## src/rtl/matrix_display_sequencer.sv

```systemverilog
// matrix_display_sequencer: alternates state image and water-level bar on an LED matrix, with forcing, preemption and alarm blink
module matrix_display_sequencer #(
  parameter int COLS        = 5,
  parameter int ROWS        = 7,
  parameter int LEVEL_W     = 3,
  parameter int STATE_DWELL = 50_000_000,
  parameter int LEVEL_DWELL = 25_000_000,
  parameter int BLINK_HALF  = 12_500_000
) (
  input  logic                 clock,
  input  logic                 reset,
  input  logic [2:0]           current_state,
  input  logic [COLS*ROWS-1:0] state_image,
  input  logic [LEVEL_W-1:0]   water_level,
  input  logic [1:0]           force_mode,
  input  logic                 alarm,
  output logic [COLS*ROWS-1:0] columns,
  output logic                 showing_state
);
  localparam int N    = COLS * ROWS;
  localparam int MAXD = STATE_DWELL > LEVEL_DWELL ? STATE_DWELL : LEVEL_DWELL;
  localparam int DW   = MAXD > 1 ? $clog2(MAXD) : 1;
  localparam int BW   = BLINK_HALF > 1 ? $clog2(BLINK_HALF) : 1;
  typedef enum logic {SHOW_STATE, SHOW_LEVEL} state_t;
  state_t          st_q, st_d;
  logic [DW-1:0]   dwell_q, dwell_d;
  logic [BW-1:0]   blink_cnt_q, blink_cnt_d;
  logic            blink_q, blink_d;
  logic [2:0]      prev_q;
  logic [N-1:0]    columns_q, frame;
  logic            showing_q;
  logic [ROWS-1:0] bar;
  logic            auto_mode, wrap;
  genvar r;
  for (r = 0; r < ROWS; r++) begin : g_bar
    assign bar[r] = 32'(water_level) > r;
  end
  assign auto_mode = force_mode == 2'b00 || force_mode == 2'b11;
  assign wrap      = blink_cnt_q == BW'(BLINK_HALF - 1);
  assign frame     = (st_q == SHOW_STATE ? state_image : {COLS{bar}}) & {N{blink_q | ~alarm}};
  // next FSM state and dwell: forcing, then preemption, then dwell expiry
  always_comb begin
    st_d    = st_q;
    dwell_d = dwell_q + 1'b1;
    if (force_mode == 2'b01) begin
      st_d    = SHOW_STATE;
      dwell_d = '0;
    end else if (force_mode == 2'b10) begin
      st_d    = SHOW_LEVEL;
      dwell_d = '0;
    end else if (auto_mode && current_state != prev_q) begin
      st_d    = SHOW_STATE;
      dwell_d = '0;
    end else if (st_q == SHOW_STATE && dwell_q == DW'(STATE_DWELL - 1)) begin
      st_d    = SHOW_LEVEL;
      dwell_d = '0;
    end else if (st_q == SHOW_LEVEL && dwell_q == DW'(LEVEL_DWELL - 1)) begin
      st_d    = SHOW_STATE;
      dwell_d = '0;
    end
  end
  // blink counter only advances during an alarm and restarts in the on phase
  always_comb begin
    blink_cnt_d = alarm ? (wrap ? '0 : blink_cnt_q + 1'b1) : '0;
    blink_d     = alarm ? blink_q ^ wrap : 1'b1;
  end
  // state registers and registered outputs
  always_ff @(posedge clock) begin
    if (reset) begin
      st_q        <= SHOW_STATE;
      dwell_q     <= '0;
      blink_cnt_q <= '0;
      blink_q     <= 1'b1;
      prev_q      <= current_state;
      columns_q   <= '0;
      showing_q   <= 1'b1;
    end else begin
      st_q        <= st_d;
      dwell_q     <= dwell_d;
      blink_cnt_q <= blink_cnt_d;
      blink_q     <= blink_d;
      prev_q      <= current_state;
      columns_q   <= frame;
      showing_q   <= st_q == SHOW_STATE;
    end
  end
  assign columns       = columns_q;
  assign showing_state = showing_q;
endmodule

```

## config.mk

```make
export PLATFORM = sky130hd
export DESIGN_NAME = matrix_display_sequencer
export DESIGN_NICKNAME = d
export VERILOG_FILES = /design/src/rtl/matrix_display_sequencer.sv
export SDC_FILE = /design/constraint.sdc
export NUM_CORES = 1
export LEC_CHECK = 0
export ABC_AREA = 1
export BUFFER_PORTS_ARGS = -buffer_cell sky130_fd_sc_hd__clkbuf_2
export CAP_MARGIN = 20
export CORE_ASPECT_RATIO = 1.1
export CORE_MARGIN = 8
export CORE_UTILIZATION = 55
export DETAILED_ROUTE_END_ITERATION = 10
export PLACE_DENSITY = 0.89
export SETUP_SLACK_MARGIN = 0.05
export SYNTH_ARGS = -nofsm -noshare
export SYNTH_HDL_FRONTEND = slang
export SYNTH_SLANG_ARGS = --single-unit
```

## constraint.sdc

```tcl
create_clock -name clock -period 1.58 [get_ports clock]
set_input_delay 0.158 -clock clock [delete_from_list [all_inputs] [get_ports clock]]
set_output_delay 0.158 -clock clock [all_outputs]
set_load 0.005 [all_outputs]
```

==> results.sh <==
export IMPL_antenna_diode_count=0
export IMPL_yosysTopAreaCellShare_pct=43.5
export IMPL_area_occupied_by_multi_input_gates_mm2=0.00218
export IMPL_netlist_top_cells_area="sky130_fd_sc_hd__dfxtp_1 (43%), sky130_fd_sc_hd__nor2_1 (13%), sky130_fd_sc_hd__nand2_1 (9.4%)"
export IMPL_crit_path_largest_cell_delay_ns=0.37
export IMPL_drt_wl_total_um=12500
export IMPL_path_max_fanout=8
export IMPL_startpoint_type="register"
export IMPL_grt_pass1_vias=4085
export IMPL_cts_root_buffer_cell="sky130_fd_sc_hd__clkbuf_8"
export IMPL_design_area_mm2=0.00543
export IMPL_antenna_violating_nets_post_route=0
export IMPL_unrepaired_setup_endpoints_after_global_routing="yes"
export IMPL_worstSkewPairLatency_ns=0.37
export IMPL_rr_worst_depth=9
export IMPL_clock_sinks=91
export IMPL_gp_routability_congestion=0.915
export IMPL_antenna_violations_before_repair=0
export IMPL_hold_path_class="in -> reg"
export IMPL_run_status="completed"
export IMPL_hold_path_cell_count=3
export IMPL_worstPathBufferInverterCount=2
export IMPL_grt_max_degree=36
export IMPL_syn_nets=631
export IMPL_finalCoreUtilization_pct=73.0
export IMPL_synth_edff_count=0
export IMPL_synthDominantAreaCellType="sky130_fd_sc_hd__dfxtp_1"
export IMPL_groute_usage_overall_pct=21.5
export IMPL_design_power_total_w=0.00449
export IMPL_critical_path_arrival_ns=1.78
export IMPL_synth_async_reset_ratio_pct=0
export IMPL_worst_path_dominant_cell_family="simple AND/OR/NAND/NOR gates"
export IMPL_floorplan_io_pins=82
export IMPL_worst_pin_slew_ns=0.575
export IMPL_die_ht_um=108
export IMPL_grt_first_pass_wirelength_um=18400
export IMPL_routedWlPerCell_um=15.7
export IMPL_setup_violating_endpoint_count_in_the_final_report=0
export IMPL_total_number_of_yosys_warnings=0
export IMPL_worst_ir_drop_vdd_mv=0.609
export IMPL_detail_route_drc_violations=0
export IMPL_firstDrtPassIters=4
export IMPL_critical_path_most_common_cell="sky130_fd_sc_hd__nand2_4"
export IMPL_mappedNetlistArea_mm2=0.00419
export IMPL_finalNetCount=754
export IMPL_post_synth_num_cell_types=32
export IMPL_htree_num_levels=3
export IMPL_cp_cell_sequence="ha_4 -> nand2_4 -> nor2_4 -> inv_2 -> nor2_2 -> nand4_1 -> nand2_4 -> clkbuf_16 -> a21oi_1"
export IMPL_die_x_um=99.2
export IMPL_synthCells=581
export IMPL_maxSlewViolCount=0
export IMPL_floorplan_die_area_mm2=0.0107
export IMPL_detailed_place_hpwl_um=8360
export IMPL_relSlewSlack_pct=61.2
export IMPL_yosysMostFrequentCell="sky130_fd_sc_hd__nor2_1"
export IMPL_syn_avg_cell_area_um2=7.21
export IMPL_path_depth=9
export IMPL_post_route_period_util_pct=95.7
export IMPL_cts_path_max_buffers=2
export IMPL_yosys_most_used_dff="sky130_fd_sc_hd__dfxtp_1"
export IMPL_end_kind="register"
export IMPL_worst_endpoint_required_ns=1.85
export IMPL_port_buffer_count=81
export IMPL_cts_inserted_buffers=9
export IMPL_synth_commonest_cells="sky130_fd_sc_hd__nor2_1 (149), sky130_fd_sc_hd__nand2_1 (105), sky130_fd_sc_hd__dfxtp_1 (91)"
export IMPL_fraction_of_final_layout_cells_sized_beyond_drive_strength_1_pct=29.1
export IMPL_globalRouteOverflowTotal=0
export IMPL_setup_worst_path_class="reg -> reg"
export IMPL_timing_final_crit_period_ns=1.51
export IMPL_postPlaceCellArea_mm2=0.00480
export IMPL_cts_tree="built"
export IMPL_timing_fmax_mhz=661
export IMPL_yosys_register_bits=91
export IMPL_clkTransAtPathRegs_ns=0.10
export IMPL_placement_rows=33
export IMPL_drv_cap=0
export IMPL_fill_cells=494
export IMPL_seq_area_frac_synth_pct=43.5
export IMPL_layout_area_seq_mm2=0.00184
export IMPL_core_area_mm2=0.00743
export IMPL_detail_route_iter0_violations=277
export IMPL_worst_path_max_delay_cell="sky130_fd_sc_hd__dfxtp_2"
export IMPL_total_power_per_unit_cell_area_mw_per_mm2=826
export IMPL_dr_total_vias=4261
export IMPL_finalClockSkew_ns=0.0118
export IMPL_syn2layout_area_growth_pct=29.5
export IMPL_vias_per_cell=5.35
export IMPL_leakage_nw=2.19
export IMPL_start_util_pct=56.4
export IMPL_number_of_failing_hold_endpoints_at_the_final_stage=0
## final timing paths
path                                      to  slack (ns)                 startpoint
setup / recovery  blink_cnt_q[10]$_SDFF_PP0_        0.07  blink_cnt_q[0]$_SDFF_PP0_
hold / removal        columns[32]$_SDFF_PP0_       0.004            state_image[32]
setup reg to reg  blink_cnt_q[10]$_SDFF_PP0_        0.07  blink_cnt_q[0]$_SDFF_PP0_
hold reg to reg            st_q$_SDFFE_PP0P_        0.48          st_q$_SDFFE_PP0P_
## per-stage QoR
stage | hold WS (ns) | TNS (ns) | setup WS (ns) | std cells
2_1_floorplan | 0.186 | 0 | 0.121 | 581
3_3_place_gp | 0.290 | 0 | 0.113 | 757
3_5_place_dp | 0.292 | -0.00147 | -0.00147 | 757
4_1_cts | 0.000106 | 0 | 0.0621 | 786
5_1_grt | 0.00236 | -0.0403 | -0.0403 | 796
6_report | 0.00382 | 0 | 0.0678 | 796
## cell usage in the layout, fill, tap and decap left out, drive strengths merged
cell / instances
nor2: 177
nand2: 109
clkbuf: 93
dfxtp: 91
inv: 73
nand3: 26
buf: 22
nand4: 19
xor2: 16
nor3: 16
a21oi: 15
dlygate4sd3: 14
xnor2: 10
nand3b: 7
o21ai: 5
ha: 4
or2: 2
clkinv: 2
a21boi: 1
o311ai: 1
o31ai: 1
o21bai: 1
o211ai: 1
nor4: 1
clkinvlp: 1
bufinv: 1
## logic make-up (layout without fill, tap and decap cells)
kind of cell	Yosys count	in the layout	synth area share, %
AND/OR/NAND/NOR	357	357	38.7
flip-flops	91	91	43.5
buffers and inverters	78	206	7.79
XOR/XNOR	26	26	5.43
AO/OA/AOI/OAI	25	25	3.40
adder cells (fa/ha/maj)	4	4	1.19
## power by group
part | leakage (nW) | switching, W | total, W | internal, W
Combinational | 1.33 | 0.000216 | 0.000426 | 0.000210
Clock | 0.103 | 0.000906 | 0.00166 | 0.000758
Sequential | 0.751 | 0.0000283 | 0.00240 | 0.00237
## what timing repair did
item,CTS,global route
gates resized for setup,7,45
hold endpoints to repair,13,1
endpoints found under the setup margin,31,56
cloned,0,4
setup buffers,0,5
pin swaps,0,10
hold buffers,13,1
## sequential cells by signal (all words and copies together) (netlist names)
name	count
columns	35
prev_q	3
dwell_q	26
showing_state	1
blink_q	1
blink_cnt_q	24
st_q	1
## worst register-to-register path: stages (launching register included)
cell                        delay [ns]
sky130_fd_sc_hd__dfxtp_2          0.37
sky130_fd_sc_hd__ha_4             0.16
sky130_fd_sc_hd__nand2_4          0.06
sky130_fd_sc_hd__nor2_4           0.11
sky130_fd_sc_hd__inv_2            0.05
sky130_fd_sc_hd__nor2_2           0.11
sky130_fd_sc_hd__nand4_1          0.17
sky130_fd_sc_hd__nand2_4          0.19
sky130_fd_sc_hd__clkbuf_16        0.17
sky130_fd_sc_hd__a21oi_1          0.04
## metal layers
layer	vias up	part of all wire [%]	GRT usage [%]
met5	-	0	0
met1	2004	36	22.5
met4	0	3.0	8.98
met2	172	55	40.6
met3	33	6.0	4.27
li1	2052	-	-
## area by class of cell
cell class	count	share of cell area (%)
clock buffer	9	2.28
clock inverter	7	1.57
inverter	70	4.84
multi-input combinational	412	40.2
sequential	91	33.9
tap	87	2.01
timing repair buffer	120	15.2
Power figures use the tool's default switching activity.
